$ cat config.mk
export PLATFORM = sky130hd
export DESIGN_NAME = wrr_arbiter
export DESIGN_NICKNAME = d
export VERILOG_FILES = /design/src/rtl/wrr_arbiter_pkg.sv /design/src/rtl/wrr_arbiter_pick.sv /design/src/rtl/wrr_arbiter.sv
export SDC_FILE = /design/constraint.sdc
export NUM_CORES = 1
export LEC_CHECK = 0
export ABC_AREA = 0
export ABC_CLOCK_PERIOD_IN_PS = 3600
export BUFFER_PORTS_ARGS = -buffer_cell sky130_fd_sc_hd__buf_4
export CORE_MARGIN = 2
export CORE_UTILIZATION = 45
export CTS_CLUSTER_DIAMETER = 120
export DETAILED_ROUTE_END_ITERATION = 10
export PLACE_DENSITY = 0.73
export SYNTH_ARGS = -nofsm -noshare
export SYNTH_HDL_FRONTEND = slang
export SYNTH_SLANG_ARGS = --single-unit
export TNS_END_PERCENT = 100
$ cat constraint.sdc
create_clock -name clk -period 3.6 [get_ports clk]
set_clock_uncertainty 0.1 [all_clocks]
set_input_delay 0.54 -clock clk [delete_from_list [all_inputs] [get_ports clk]]
set_output_delay 0.54 -clock clk [all_outputs]
set_load 0.02 [all_outputs]
$ cat src/rtl/wrr_arbiter_pkg.sv
// Shared types and helpers for the weighted round-robin arbiter.
// Weighted bursts are enabled by defining WRR_ARBITER_WEIGHT_EN.
package wrr_arbiter_pkg;

  localparam int WRR_N_DEF = 8;
  localparam int WRR_W_DEF = 4;

  typedef enum logic [0:0] {
    IDLE  = 1'b0,
    GRANT = 1'b1
  } wrr_state_e;

  // A programmed weight of zero still grants one transfer.
  function automatic logic [31:0] wrr_eff_weight(input logic [31:0] w);
    return (w == 32'd0) ? 32'd1 : w;
  endfunction

endpackage

$ cat src/rtl/wrr_arbiter_pick.sv
// Rotating-priority picker: first set req bit at or above ptr, wrapping to 0.
// Built as a double-width masked priority encoder.
module wrr_pick
  import wrr_arbiter_pkg::*;
#(
  parameter int N  = WRR_N_DEF,
  parameter int IW = $clog2(N)
) (
  input  logic [N-1:0]  req,
  input  logic [IW-1:0] ptr,
  output logic          found,
  output logic [IW-1:0] idx
);

  logic [N-1:0]   mask;
  logic [2*N-1:0] dbl;

  // NOTE: every output of a combinational block gets a default first,
  // otherwise paths that skip an assignment infer a latch.
  always_comb begin
    mask  = '0;
    dbl   = '0;
    found = 1'b0;
    idx   = '0;
    for (int i = 0; i < N; i++) begin
      mask[i] = (i >= int'(ptr));
    end
    // Lower copy holds bits at/above ptr, upper copy supplies the wrap-around.
    dbl   = {req, req & mask};
    found = |req;
    for (int i = 2*N-1; i >= 0; i--) begin
      if (dbl[i]) begin
        idx = (i >= N) ? IW'(i - N) : IW'(i);
      end
    end
  end

endmodule

$ cat src/rtl/wrr_arbiter.sv
// Weighted round-robin arbiter with grant/ack handshake and registered outputs.
// Define WRR_ARBITER_WEIGHT_EN for weighted bursts; otherwise every ack releases.
module wrr_arbiter
  import wrr_arbiter_pkg::*;
#(
  parameter int N  = WRR_N_DEF,
  parameter int W  = WRR_W_DEF,
  parameter int IW = $clog2(N)
) (
  input  logic           clk,
  input  logic           reset,
  input  logic [N-1:0]   req,
  input  logic [N*W-1:0] weight,
  input  logic           ack,
  output logic [N-1:0]   grant,
  output logic           grant_valid,
  output logic [IW-1:0]  grant_idx
);

  wrr_state_e    state_q, state_d;
  logic [IW-1:0] ptr_q, ptr_d;
  logic [W-1:0]  credit_q, credit_d;
  logic [N-1:0]  grant_q, grant_d;
  logic [IW-1:0] idx_q, idx_d;

  logic          release_now;
  logic [IW-1:0] next_ptr;
  logic [IW-1:0] pick_ptr;
  logic          pick_found;
  logic [IW-1:0] pick_idx;
  logic [W-1:0]  load_credit;
  logic [N-1:0]  pick_onehot;

  assign next_ptr    = (idx_q == IW'(N - 1)) ? '0 : idx_q + 1'b1;
  assign release_now = (state_q == GRANT) &&
                       (!req[idx_q] || (ack && (credit_q <= W'(1))));
  // On release, arbitrate with the advanced pointer so handover has no bubble.
  assign pick_ptr    = release_now ? next_ptr : ptr_q;

  wrr_pick #(.N(N), .IW(IW)) u_pick (
    .req   (req),
    .ptr   (pick_ptr),
    .found (pick_found),
    .idx   (pick_idx)
  );

`ifdef WRR_ARBITER_WEIGHT_EN
  assign load_credit = W'(wrr_eff_weight(32'(weight[int'(pick_idx)*W +: W])));
`else
  logic unused_weight;
  assign unused_weight = ^weight;
  assign load_credit   = W'(1);
`endif

  always_comb begin
    pick_onehot           = '0;
    pick_onehot[pick_idx] = 1'b1;
  end

  always_comb begin
    state_d  = state_q;
    ptr_d    = ptr_q;
    credit_d = credit_q;
    grant_d  = grant_q;
    idx_d    = idx_q;
    if ((state_q == IDLE) || release_now) begin
      if (release_now) ptr_d = next_ptr;
      if (pick_found) begin
        grant_d  = pick_onehot;
        idx_d    = pick_idx;
        credit_d = load_credit;
        state_d  = GRANT;
      end else begin
        grant_d  = '0;
        idx_d    = '0;
        credit_d = '0;
        state_d  = IDLE;
      end
    end else if (ack && (credit_q > W'(1))) begin
      credit_d = credit_q - 1'b1;
    end
  end

  // NOTE: sequential state uses non-blocking assignments so every flop
  // samples its pre-edge value regardless of statement order.
  always_ff @(posedge clk or negedge reset) begin
    if (!reset) begin
      state_q  <= IDLE;
      ptr_q    <= '0;
      credit_q <= '0;
      grant_q  <= '0;
      idx_q    <= '0;
    end else begin
      state_q  <= state_d;
      ptr_q    <= ptr_d;
      credit_q <= credit_d;
      grant_q  <= grant_d;
      idx_q    <= idx_d;
    end
  end

  assign grant       = grant_q;
  assign grant_valid = |grant_q;
  assign grant_idx   = idx_q;

endmodule

==> results.ini <==
[placed_design]
place_hpwl_microns=2795
placement.io_buffers=22
finalWeightedCongestion=0.8639
place_ws_ns=0.6236
cells_after_dpl=238

[power_and_ir_drop]
p_leak_nw=0.7586
pwr_density_mw_per_mm2=869.1
vdd_ir_drop_max_mv=0.4655
finalPower_mw=1.556

[detailed_routing]
route.antenna.remaining_nets=0
detail_route.wirelength_microns=3702
drt_pass1_iterations=4
detail_route.vias_per_cell=6.033
drc=0
dr_total_vias=1466
wl_per_cell_microns=15.23
initialDrtViolationCount=85

[critical_path]
r2r.worst_path.cells=7
cp-start-kind=flop
worst_path_max_delay_cell=o31ai_4
worst_ep_arrival_time_ns=3.03
path_class=flop to flop
crit_path_max_incr_delay_ns=0.69
crit_chain=mux4_2, nor2_4, o31ai_4, mux2_4, a211oi_2, nor2_1, a32o_1
crit-reg2reg-launch=grant_idx[0]$_DFFE_PN0N_
data_required_time_at_the_worst_endpoint_ns=3.70
worst_setup_path_end_kind=flop
regToRegEndpoint=grant[6]$_DFFE_PN0N_
crit_path_max_fanout=11
reg2reg_slack_ns=0.67

[logic_synthesis]
syn_inst=178
synthAdderAreaFrac_pct=3.172
synth.lib_cells_used.distinct=51
synth_commonest_cells=23 x nand2_1, 19 x dfrtp_1, 19 x nor2_1
yosysWarningCount=0
post_synth_and_or_nand_nor_area_fraction_pct=21.49
cell_taking_the_most_area_after_synthesis=dfrtp_1
postSynth.topFlopCell=dfrtp_1
yosysTopAreaCellShare_pct=30.13
xor_xnor_share_of_the_synthesized_area_pct=1.665
number_of_enable_flip_flop_cells_after_synthesis=0
synth-compound-area-share_pct=29.42
seq_area_frac_synth_pct=30.13
avgSynthCellArea_sq_um=8.864
synth.area.mux_share_pct=9.199
synth.cell_area_sq_mm=0.001578
synth_most_common_cell=nand2_1
postSynth.asyncResetShare_pct=100.0
netlist_top_cells_area=dfrtp_1 30%, nand2_1 5.5%, nor2_1 4.5%
combinational_family_with_the_most_area_after_synthesis=compound AO/OA/AOI/OAI gates
synthesized_flop_and_latch_total=19
syn-num-nets=225

[timing]
max_slew.worst_pin.slew_ns=0.7419
setup_tns_ns=0
rsz_0062_raised_after_global_routing=no
slew-limit-headroom_pct=50.54
maxSlewViolCount=0
fin_crit_sh_pct=81.52
final-setup-viol-count=0
achievable-frequency_mhz=340.8
report.final.hold_viol_count=0
min_period_ns=2.935
timing.final.ws_setup_ns=0.6653

[cells_and_area]
multiInputGateArea_sq_mm=0.001025
fill_cells=330
finalNonFillerCells=243
n_antenna_cell=0
net_count_reported_at_finish=245
final_layout_size_suffix_gt1_share_pct=22.34
fin_util_pct=53.24
regArea_sq_um=475.5
flow.area_growth_from_synthesis_pct=13.48

[worst_hold_path]
worst_hold_path_type=flop to flop
timing.hold.worst_path_depth=2
hold_path_end=grant[5]$_DFFE_PN0N_
startpoint_of_the_worst_hold_path=grant[5]$_DFFE_PN0N_

[floorplanning]
die_width_microns=63.21
rows=21
fp.dieArea_sq_mm=0.003996
initial_utilization_pct=46.91
design.portCount=55
core-area_sq_mm=0.003363
dieHeight_microns=63.21

[global_routing]
wire_length_of_the_first_global_routing_pass_microns=6520
grt_antenna_before_repair=0
remaining_overflow_grt=0
grt_pass1_vias=1455
gr-usage-all-layers_pct=20.17
grt_start_max_net_pins=20

[clock_tree]
clock_latency_ns=0.30
cts_post_setup_buffers_inserted=0
htree_num_levels=1
cts-buffers-inserted=3
tritoncts=yes
clk_pin_slew_ns=0.10
tritoncts_num_sinks=19
clock-root-buffer=clkbuf_4
number_of_buffers_between_clock_root_and_the_deepest_sink=2

[status]
outcome=finished clean

[job]
maxCapViolations=0

-- routing by layer --
metal	wire length [microns]	share of wire, %	vias up	GRT usage, %
met5	0	0	-	0
met4	44	1.2	0	8.696
met3	155	4.2	4	1.786
met2	1745	47	39	33.11
met1	1756	47	717	27.24
li1	-	-	706	-
-- flip-flops by register name, indices dropped and copies added (netlist names) --
register and flops:
grant_idx 3, state_q 1, credit_q 4, ptr_q 3, grant 8
-- where the power goes --
group	switching [mW]	internal, mW
sequential	0.0936	0.277
combinational	0.626	0.451
clock	0.0670	0.0414
-- what timing repair did --
action,CTS,global route
hold buffers,1,0
endpoints found under the hold margin,19,0
resized for setup,0,0
-- critical path, delay by kind of cell (launching register included) --
family          cells  cell delay, ns
compound gates      3            1.25
flops               1            0.51
mux                 2            0.79
simple gates        2            0.19
-- cells by family after synthesis --
group | after synthesis
AOI/OAI and AO/OA | 57
xor gates and xnor gates | 3
and+or+nand+nor | 68
adders and majority gates | 4
muxes | 11
DFF | 19
buffers and inverters | 16
-- metrics by stage --
stage / hold WS [ns] / cell area [sq um]
after floorplan: 0.1444 / 1578
after global placement: 0.3206 / 1753
after detailed placement: 0.3264 / 1753
after CTS: 0.4386 / 1790
after global routing: 0.4659 / 1790
final: 0.4366 / 1790
-- cell usage in the layout, fill, tap and decap left out, drive strengths merged, types with 3 or more instances in the layout --
cell	count
a211oi	3
a21boi	4
a21oi	9
a32o	4
buf	22
clkbuf	3
dfrtp	19
ha	4
inv	8
mux2	5
mux2i	5
nand2	23
nor2	20
nor2b	3
nor3	6
nor4	4
o211ai	3
o21ai	10
o31ai	10
-- how the worst max path moves through the flow --
| stage | start | slack [ns] | to |
|---|---|---|---|
| after floorplan | grant_idx[0]$_DFFE_PN0N_ | 0.98 | grant[6]$_DFFE_PN0N_ |
| after global placement | req[3] | 0.63 | grant[7]$_DFFE_PN0N_ |
| after detailed placement | req[3] | 0.62 | grant[7]$_DFFE_PN0N_ |
| after CTS | grant_idx[0]$_DFFE_PN0N_ | 0.68 | grant[6]$_DFFE_PN0N_ |
| after global routing | credit_q[0]$_DFFE_PN0P_ | 0.49 | grant[1]$_DFFE_PN0N_ |
| final | grant_idx[0]$_DFFE_PN0N_ | 0.67 | grant[6]$_DFFE_PN0N_ |
-- layout make-up --
cell class                 instances  share of cell area, %
clock buffer                       3                  1.258
clock inverter                     1                 0.2795
inverter                           8                  1.677
multi-input combinational        143                  57.23
sequential                        19                  26.55
tap                               46                  3.215
timing repair buffer              23                  9.783
(Power assumes the default switching activity.)
